`src/rtl/seven_seg_scanner.sv`:
```
// Time-multiplexed driver for a common-anode 4-digit 7-segment display with per-slot blanking.
// Optional decimal-point support is enabled by defining SEG_DP_EN.
module seven_seg_scanner #(
    parameter int unsigned SLOT_CYCLES  = 50000,
    parameter int unsigned BLANK_CYCLES = 64,
    parameter int unsigned CNT_W        = 16
) (
    input  logic       clk,
    input  logic       reset,
    input  logic [3:0] an3char,
    input  logic [3:0] an2char,
    input  logic [3:0] an1char,
    input  logic [3:0] an0char,
    output logic [3:0] an,
    output logic [6:0] seg,
    output logic       frame_start
`ifdef SEG_DP_EN
   ,input  logic [3:0] dp_in,
    output logic       dp
`endif
);

    localparam logic [CNT_W-1:0] LastCnt = CNT_W'(SLOT_CYCLES - 1);

    logic [CNT_W-1:0] r_cnt;
    logic [1:0]       r_digit;
    logic [3:0]       r_char [4];
    logic [3:0]       r_an;
    logic [6:0]       r_seg;
    logic             r_frame_start;

    logic             w_load;
    logic             w_last;
    logic             w_blank;
    logic [3:0]       w_char;
    logic [6:0]       w_glyph;
    logic [3:0]       w_an;

    assign w_load = (r_cnt == '0) && (r_digit == 2'd0);
    assign w_last = (r_cnt == LastCnt);
    assign w_an   = ~(4'b1000 >> r_digit);

    generate
        if (BLANK_CYCLES == 0) begin : g_no_blank
            assign w_blank = 1'b0;
        end else begin : g_blank
            localparam logic [CNT_W-1:0] BlankCnt = CNT_W'(BLANK_CYCLES);
            assign w_blank = (r_cnt < BlankCnt);
        end
    endgenerate

    // In the load cycle the shadow still holds the old frame, so take the incoming character.
    assign w_char = w_load ? an3char : r_char[r_digit];

    always_comb begin
        w_glyph = 7'b1111111;
        unique case (w_char)
            4'h0: w_glyph = 7'b1000000;
            4'h1: w_glyph = 7'b1111001;
            4'h2: w_glyph = 7'b0100100;
            4'h3: w_glyph = 7'b0110000;
            4'h4: w_glyph = 7'b0011001;
            4'h5: w_glyph = 7'b0010010;
            4'h6: w_glyph = 7'b0000010;
            4'h7: w_glyph = 7'b1111000;
            4'h8: w_glyph = 7'b0000000;
            4'h9: w_glyph = 7'b0010000;
            4'hA: w_glyph = 7'b0001000;
            4'hB: w_glyph = 7'b0000011;
            4'hC: w_glyph = 7'b1000110;
            4'hD: w_glyph = 7'b0100001;
            4'hE: w_glyph = 7'b0000110;
            4'hF: w_glyph = 7'b0001110;
            default: w_glyph = 7'b1111111;
        endcase
    end

    always_ff @(posedge clk) begin
        if (!reset) begin
            r_cnt         <= '0;
            r_digit       <= 2'd0;
            r_char[0]     <= 4'h0;
            r_char[1]     <= 4'h0;
            r_char[2]     <= 4'h0;
            r_char[3]     <= 4'h0;
            r_an          <= 4'b1111;
            r_seg         <= 7'b1111111;
            r_frame_start <= 1'b0;
        end else begin
            if (w_last) begin
                r_cnt   <= '0;
                r_digit <= r_digit + 2'd1;
            end else begin
                r_cnt   <= r_cnt + 1'b1;
            end
            if (w_load) begin
                r_char[0] <= an3char;
                r_char[1] <= an2char;
                r_char[2] <= an1char;
                r_char[3] <= an0char;
            end
            r_frame_start <= w_load;
            if (w_blank) begin
                r_an  <= 4'b1111;
                r_seg <= 7'b1111111;
            end else begin
                r_an  <= w_an;
                r_seg <= w_glyph;
            end
        end
    end

    assign an          = r_an;
    assign seg         = r_seg;
    assign frame_start = r_frame_start;

`ifdef SEG_DP_EN
    logic [3:0] r_dp_sh;
    logic       r_dp;
    logic       w_dp_bit;

    // dp_in bit 3 is the leftmost digit, i.e. digit 0, hence the inverted index.
    assign w_dp_bit = w_load ? dp_in[3] : r_dp_sh[~r_digit];

    always_ff @(posedge clk) begin
        if (!reset) begin
            r_dp_sh <= 4'h0;
            r_dp    <= 1'b1;
        end else begin
            if (w_load) begin
                r_dp_sh <= dp_in;
            end
            r_dp <= w_blank ? 1'b1 : ~w_dp_bit;
        end
    end

    assign dp = r_dp;
`endif

endmodule

```
`config.mk`:
```
export PLATFORM = sky130hd
export DESIGN_NAME = seven_seg_scanner
export DESIGN_NICKNAME = d
export VERILOG_FILES = /design/src/rtl/seven_seg_scanner.sv
export SDC_FILE = /design/constraint.sdc
export NUM_CORES = 1
export LEC_CHECK = 0
export BUFFER_PORTS_ARGS = -buffer_cell sky130_fd_sc_hd__buf_4
export CAP_MARGIN = 20
export CORE_ASPECT_RATIO = 0.7
export CORE_MARGIN = 2
export CORE_UTILIZATION = 57
export CTS_CLUSTER_DIAMETER = 200
export DETAILED_ROUTE_END_ITERATION = 6
export GPL_TIMING_DRIVEN = 1
export PLACE_DENSITY = 0.87
export SETUP_SLACK_MARGIN = 0.4
export SLEW_MARGIN = 0
export SYNTH_ARGS = -nofsm -noshare
export SYNTH_HDL_FRONTEND = slang
export SYNTH_SLANG_ARGS = --single-unit
```
`constraint.sdc`:
```
create_clock -name clk -period 3.4 [get_ports clk]
set_input_delay 0.17 -clock clk [delete_from_list [all_inputs] [get_ports clk]]
set_output_delay 0.17 -clock clk [all_outputs]
set_load 0.02 [all_outputs]
```
* After elaboration in Yosys (flattened, before gate mapping)
Memory sizes are Yosys's and may differ from the RTL's. A register that Yosys moved wholly into a read port is not among the register bits. Index checks and enable logic that the tools add are counted.
Storage, ports and cells: input bits 18, latch bits 0, output and inout bits 12, RAM bits 16, memory bits (read-only) 112, memories kept 2, register bits after elaboration 23
Cells by class: shifts and indexed selects 1, $mul 0, $lt $le $gt $ge 1, reduce and logical (&&, ||, !) cells 5, mux-type cells 11, equality and inequality tests 1, bitwise operators 6, add/sub/neg operators 2, divide/modulo/power cells 0
Memory list:
- (no name shown) | words 16, width 7, rd ports 1, clocked after Yosys merged registers in 1, wr ports 0, RTL line 57 | unique case (w_char)
- r_char | words 4, width 4, rd ports 1, clocked after Yosys merged registers in 1, wr ports 4, RTL line 27 | logic [3:0] r_char [4];
Operators with widths (number):
- $mux W4 | 5
- $add A16 B1 Y16 const B | 1
- $eq A16 B16 Y1 const B | 1
- $logic_not A16 Y1 | 1
- $lt A16 B7 Y1 const B | 1
- $mux W1 | 4
- $mux W2 | 2
- $not A4 Y4 | 1
- $or A1 B1 Y1 | 4
- $reduce_or A2 Y1 | 2
- $shr A4 B2 Y4 const A | 1
- $add A2 B1 Y2 const B | 1
- $logic_not A2 Y1 | 1
- $logic_and A1 B1 Y1 | 1
- $not A1 Y1 | 1

* Depth between registers and ports, before layout
Gate-level depths: netlist (run 1).
word-level depth 6, gate-level depth with buffers 13, mapped depth without buffers 12

* Worst setup path after synthesis (run 1)
No wires, ideal clock.
path type reg2reg, start register r_cnt[12], end register r_seg[3], in the netlist seg[3], buffers on the path 1, arrival time 2.979 ns, clock period less this slack 3.116 ns, cell stages (with the launch flop) 13, data required time 3.264 ns, setup slack 0.284 ns, cells stage by stage dfxtp_1 -> or4_1 -> or4_4 -> nor4_4 -> buf_4 -> mux2i_1 -> inv_1 -> ha_1 -> inv_1 -> mux2i_1 -> nor2b_1 -> a21oi_1 -> o21ai_0
Between the ends: longest elaborated chain between the ends 3, elaborated cells on any way between the ends 5
Ends and longest elaborated chain:
- from (decl) | RTL line 25 | logic [CNT_W-1:0] r_cnt;
- from (signal assigned) | RTL line 94 | r_cnt <= r_cnt + 1'b1;
- parallel branches: the longest is 3 deep, another holds $lt A16 B7 Y1
- to (decl) | RTL line 29 | logic [6:0] r_seg;
Parallel ways; which one is timed is not known. A chain may end at the register's enable or synchronous reset.

* Worst setup path after layout (run 1)
Same ends and word-level chain as after synthesis.

==> flow_summary.yaml, run 1 <==
sta:
  relSlewSlack: 0.653
  finalCritPeriodShare: 0.877
  fin_crit_ps: 2980
  clock.fmax_ghz: 0.335
  grt_setup_unrepaired: "true"
  skew_ps: 9.06
  hold_viol_final: 0
  finalWorstSetupSlack_ps: 417
  drv_slew: 0
  setup_viol: 0
  fin_setup_tns_ps: 0
  worst_pin_slew_ps: 519
synth:
  yosysTopAreaCellShare: 0.278
  yosysWarnings: 0
  synth-async-reset-ratio: 0
  synth_area_sq_um: 2300
  synth.distinct_cells: 39
  syn-num-nets: 241
  synth-edff-count: 16
  avgSynthCellArea_sq_um: 10.9
  syn_inst: 211
  yosys_register_bits: 48
  ys_seq_area_frac: 0.486
  synthFlopType: "dfxtp_1"
  synth_area_leaders: "dfxtp_1 (28%), edfxtp_1 (21%), ha_1 (6.5%)"
  synth_top_cell_by_area: "dfxtp_1"
global_route:
  grt_first_pass_wirelength_mm: 7.49
  grt_pass1_vias: 1505
  overflow: 0
  grt_max_degree: 27
  grt_usage: 0.220
  antenna_found_initial: 0
critical_path:
  crit_slowest_cell: "or4_4"
  crit_type: "reg2reg"
  critPathMaxFanout: 5
  arrival_ps: 3180
  cp_top_family: "simple AND/OR/NAND/NOR gates"
  crit_chain: "or4_4 > or4_4 > nor4_4 > buf_6 > mux2i_4 > inv_2 > ha_4 > inv_1 > mux2i_1 > nor2b_1 > a21oi_1 > o21ai_1"
  cp_common_cell: "or4_4"
  critPathRequiredTime_ps: 3600
  cp-end-kind: "register"
  max_stage_delay_ps: 520
  crit_path_start_kind: "register"
  crit_buf_inv: 3
drt:
  vias: 1696
  drt_iter0_drc: 116
  first_pass_iters: 4
  via_per_inst: 5.51
  drc: 0
  wl_per_cell_microns: 15.8
  postRouteAntennaNets: 0
  drt_wl_total_mm: 4.88
clock_tree:
  clockBufferDepth: 2
  cts_buffers: 5
  root_buffer: "clkbuf_8"
  clkTransAtPathRegs_ps: 90
  clk-insertion-delay-late_ps: 310
  htreeDepth: 2
  cts_tree: "yes"
  clkSinkCount: 48
  cts_hold_buf: 0
pwr:
  p_leak_nw: 1.24
  power.density_nw_per_um2: 428
  switching_share: 0.270
  pwr-share-comb: 0.194
  p_seq_frac: 0.525
  switchingPower_uw: 328
  finalPower_mw: 1.21
  p_int_uw: 885
  power_frac_clock: 0.281
  peakVddDrop_mv: 0.291
worst_hold_path:
  hp-class: "in2reg"
placed_design:
  dpl.hpwl_mm: 3.09
  routabilityCongestion: 0.853
  post-place-ws_ps: 348
  placed_cells: 288
  port_buffers: 29
floorplanning:
  die-area_sq_um: 4580
  ios: 30
  row_count: 19
  die_w_microns: 80
  start_util: 0.591
  die_h_microns: 57.2
  core_area_sq_um: 3900
cells_and_area:
  final_common_cell: "buf_4"
  layout-drive-gt1-share: 0.289
  area_delta_synth_final_pct: 23.1
  stdcell_count: 308
  most-common-layout-cells: "buf_4 (41), dfxtp_1 (28), and3_1 (19)"
  antenna_cells: 0
  nets: 285
run:
  cap_viol_max_count: 0
status:
  status: "finished, final reports clean"
[Yosys cell counts (5+ instances only)]
master / instances
nand4_1: 5
dfxtp_1: 32
nand2b_1: 5
nor2b_1: 5
nand3_1: 6
inv_1: 9
nand2_1: 14
a21oi_1: 5
xor2_1: 11
edfxtp_1: 16
ha_1: 12
and3_1: 19
nor2_1: 16
mux2i_1: 11
clkbuf_1: 5
[per-stage QoR]
step	hold WS, ps	area [sq um]	util
floorplan	367	2340	-
global placement	483	2610	0.669
CTS	159	2700	0.692
detailed placement	484	2610	0.669
finish	165	2840	0.728
global route	155	2840	0.728
[sequential cells by signal, indices dropped and copies added, names as in the netlist, named ones only]
name         count
frame_start      1
r_cnt           16
seg              7
r_digit          2
an               4
r_char          16
[final timing paths]
path,slack [ps],cells past startpoint,from,to
setup / recovery,420,12,r_cnt[12],seg[3]
hold / removal,170,2,an2char[1],r_char[1][1]
setup reg to reg,420,12,r_cnt[12],seg[3]
hold reg to reg,550,1,r_cnt[0],r_cnt[0]
[worst register-to-register path, cell delays in order, from the launching register on]
cell	delay [ps]
dfxtp_2	330
or4_4	520
or4_4	520
nor4_4	190
buf_6	170
mux2i_4	340
inv_2	100
ha_4	180
inv_1	90
mux2i_1	70
nor2b_1	140
a21oi_1	160
o21ai_1	80
[layout make-up]
type / count / area (sq um)
Inverter: 9 / 33.8
Clock buffer: 6 / 72.6
Multi-Input combinational cell: 146 / 1170
Sequential cell: 48 / 1130
Fill cell: 265 / 1060
Timing Repair Buffer: 45 / 355
Tap cell: 52 / 65.1
Clock inverter: 2 / 12.5
[routing by layer]
| metal | routed length [microns] | track usage | share of wire |
|---|---|---|---|
| met1 | 2340 | 0.321 | 0.48 |
| met2 | 2180 | 0.308 | 0.45 |
| met3 | 288 | 0.0601 | 0.059 |
| met4 | 68 | 0.0993 | 0.014 |
| met5 | 0 | 0 | 0 |
[power groups by stage]
stage / Sequential, mW / Combinational [mW] / Clock, mW
6_report: 0.637 / 0.236 / 0.340
5_1_grt: 0.640 / 0.252 / 0.377
4_1_cts: 0.637 / 0.186 / 0.347
3_5_place_dp: 0.650 / 0.182 / 0
3_3_place_gp: 0.648 / 0.182 / 0
2_1_floorplan: 0.646 / 0.134 / 0
[kinds of logic (layout without fill, tap and decap cells)]
| kind of cell | Yosys count | in the layout | share of synthesized area |
|---|---|---|---|
| buf+inv | 17 | 62 | 0.0315 |
| flops | 48 | 48 | 0.486 |
| compound gates | 13 | 13 | 0.0396 |
| simple gates | 91 | 91 | 0.229 |
| fa+ha+maj | 12 | 12 | 0.0651 |
| xor+xnor | 15 | 15 | 0.0570 |
| mux | 15 | 15 | 0.0918 |
[repair_timing]
action	in CTS	in global routing
setup buffers	0	11
endpoints found under the hold margin	0	0
endpoints found under the setup margin	2	5
cloned	0	1
pin swaps	0	4
gates resized for setup	1	9
Note: power is estimated with default switching activity, not from simulation.
==> inputs of run 2 (changes only) <==
- SETUP_SLACK_MARGIN: 0.4 -> 0.05
- clock period: 3.4 -> 2.84 ns (I/O delays scaled with it)
==> run 2 against run 1 <==
  * Sequential cell count unchanged
  * Setup slack worse by 370 ps
  * Wire length shrank 1.2%
  * Sequential power increased by 20%
  * Register-to-register slack got worse by 370 ps
  * Critical path type unchanged
==> flow_summary.yaml, run 2 (synthesis results as in run 1) <==
status:
  status: "finished, final reports clean"
critical_path:
  cp_top_family: "simple AND/OR/NAND/NOR gates"
  crit_buf_inv: 3
  crit_type: "reg2reg"
  cp-end-kind: "register"
  critPathMaxFanout: 3
  cp_common_cell: "or4_4"
  rrSetupSlack_ps: 50
  arrival_ps: 3030
  critPathRequiredTime_ps: 3080
  crit_path_start_kind: "register"
  max_stage_delay_ps: 520
  crit_chain: "or4_4 > or4_4 > nor4_4 > buf_6 > mux2i_4 > buf_4 > ha_4 > inv_2 > mux2i_1 > nor2b_1 > a21oi_1 > o21ai_1"
  crit_slowest_cell: "or4_4"
global_route:
  grt_first_pass_wirelength_mm: 7.62
  grt_pass1_vias: 1595
  grt_usage: 0.225
  antenna_found_initial: 0
  overflow: 0
  grt_max_degree: 27
pwr:
  p_seq_frac: 0.498
  pwr-share-comb: 0.169
  power_frac_clock: 0.333
  peakVddDrop_mv: 0.331
  p_int_mw: 1.14
  p_leak_nw: 1.26
  switching_share: 0.256
  switchingPower_uw: 393
  power.density_nw_per_um2: 536
sta:
  setup_viol: 0
  skew_ps: 7.33
  drv_slew: 0
  clock.fmax_ghz: 0.359
  fin_crit_ps: 2790
  worst_hold_slack_ps: 139
  finalCritPeriodShare: 0.982
  worst_pin_slew_ps: 497
  relSlewSlack: 0.668
  finalWorstSetupSlack_ps: 50.9
  grt_setup_unrepaired: "true"
  hold_viol_final: 0
clock_tree:
  clockBufferDepth: 2
  cts_hold_buf: 0
  root_buffer: "clkbuf_8"
  clk-insertion-delay-late_ps: 310
  cts_tree: "yes"
  htreeDepth: 2
  clkTransAtPathRegs_ps: 100
  cts_buffers: 5
  clkSinkCount: 48
drt:
  vias: 1715
  drt_iter0_drc: 153
  drt_wl_total_mm: 4.82
  wl_per_cell_microns: 15.6
  postRouteAntennaNets: 0
  via_per_inst: 5.55
  first_pass_iters: 7
  drc: 0
placed_design:
  dpl.hpwl_mm: 3.27
  port_buffers: 29
  post-place-ws_ps: -29.3
  placed_area_sq_um: 2660
  routabilityCongestion: 0.935
  placed_cells: 295
cells_and_area:
  utilization: 0.733
  stdcell_count: 309
  final_common_cell: "buf_4"
  nets: 286
  area_delta_synth_final_pct: 24.0
  antenna_cells: 0
  stdcell_area_sq_um: 2860
  most-common-layout-cells: "buf_4 (44), dfxtp_1 (29), and3_1 (19)"
  layout-drive-gt1-share: 0.292
floorplanning:
  ios: 30
  core_area_sq_um: 3900
  die-area_sq_um: 4580
  die_h_microns: 57.2
  die_w_microns: 80
  row_count: 19
  start_util: 0.591
run:
  cap_viol_max_count: 0
worst_hold_path:
  hp-class: "in2reg"
[run 2: cell type report]
cell class | instances | area, sq um
multi-input cells | 146 | 1170
clock inverters | 3 | 47.5
well taps | 52 | 65.1
flip-flops and latches | 48 | 1120
fillers | 262 | 1040
inverters | 9 | 33.8
repair buffers | 46 | 353
clock buffers | 5 | 68.8
[run 2: final timing paths]
kind | from | end | cells past startpoint
max | r_cnt[6] | seg[3] | 12
min | an2char[0] | r_char[1][0] | 2
max reg2reg | r_cnt[6] | seg[3] | 12
min reg2reg | r_cnt[0] | r_cnt[0] | 1
[run 2: worst reg2reg max path: stages (launching register included)]
cell     delay (ps)
dfxtp_2         340
or4_4           520
or4_4           510
nor4_4          160
buf_6           160
mux2i_4         250
buf_4           160
ha_4            130
inv_2            30
mux2i_1         140
nor2b_1         190
a21oi_1          80
o21ai_1          70
[run 2: routing by layer]
layer  track usage  part of all wire
met5             0                 0
met3        0.0570             0.067
met4        0.0993             0.021
met2         0.325              0.45
met1         0.324              0.46
[run 2: stage by stage]
stage	power (mW)	TNS, ps
after floorplan	0.935	-752
after CTS	1.52	0
after global routing	1.60	-110
final	1.53	0
after detailed placement	1.01	-30.2
after global placement	1.01	0
[run 2: power groups by stage]
stage          clock [mW]  combinational [mW]  sequential [mW]
2_1_floorplan           0               0.161            0.773
3_3_place_gp            0               0.229            0.776
3_5_place_dp            0               0.230            0.779
4_1_cts             0.516               0.241            0.763
5_1_grt             0.548               0.284            0.766
6_report            0.510               0.259            0.763
[run 2: repair_timing]
action                                  in CTS  in global routing
gates resized for setup                      2                  6
endpoints found under the setup margin       3                 23
setup buffers                                3                  3
pin swaps                                    1                  5
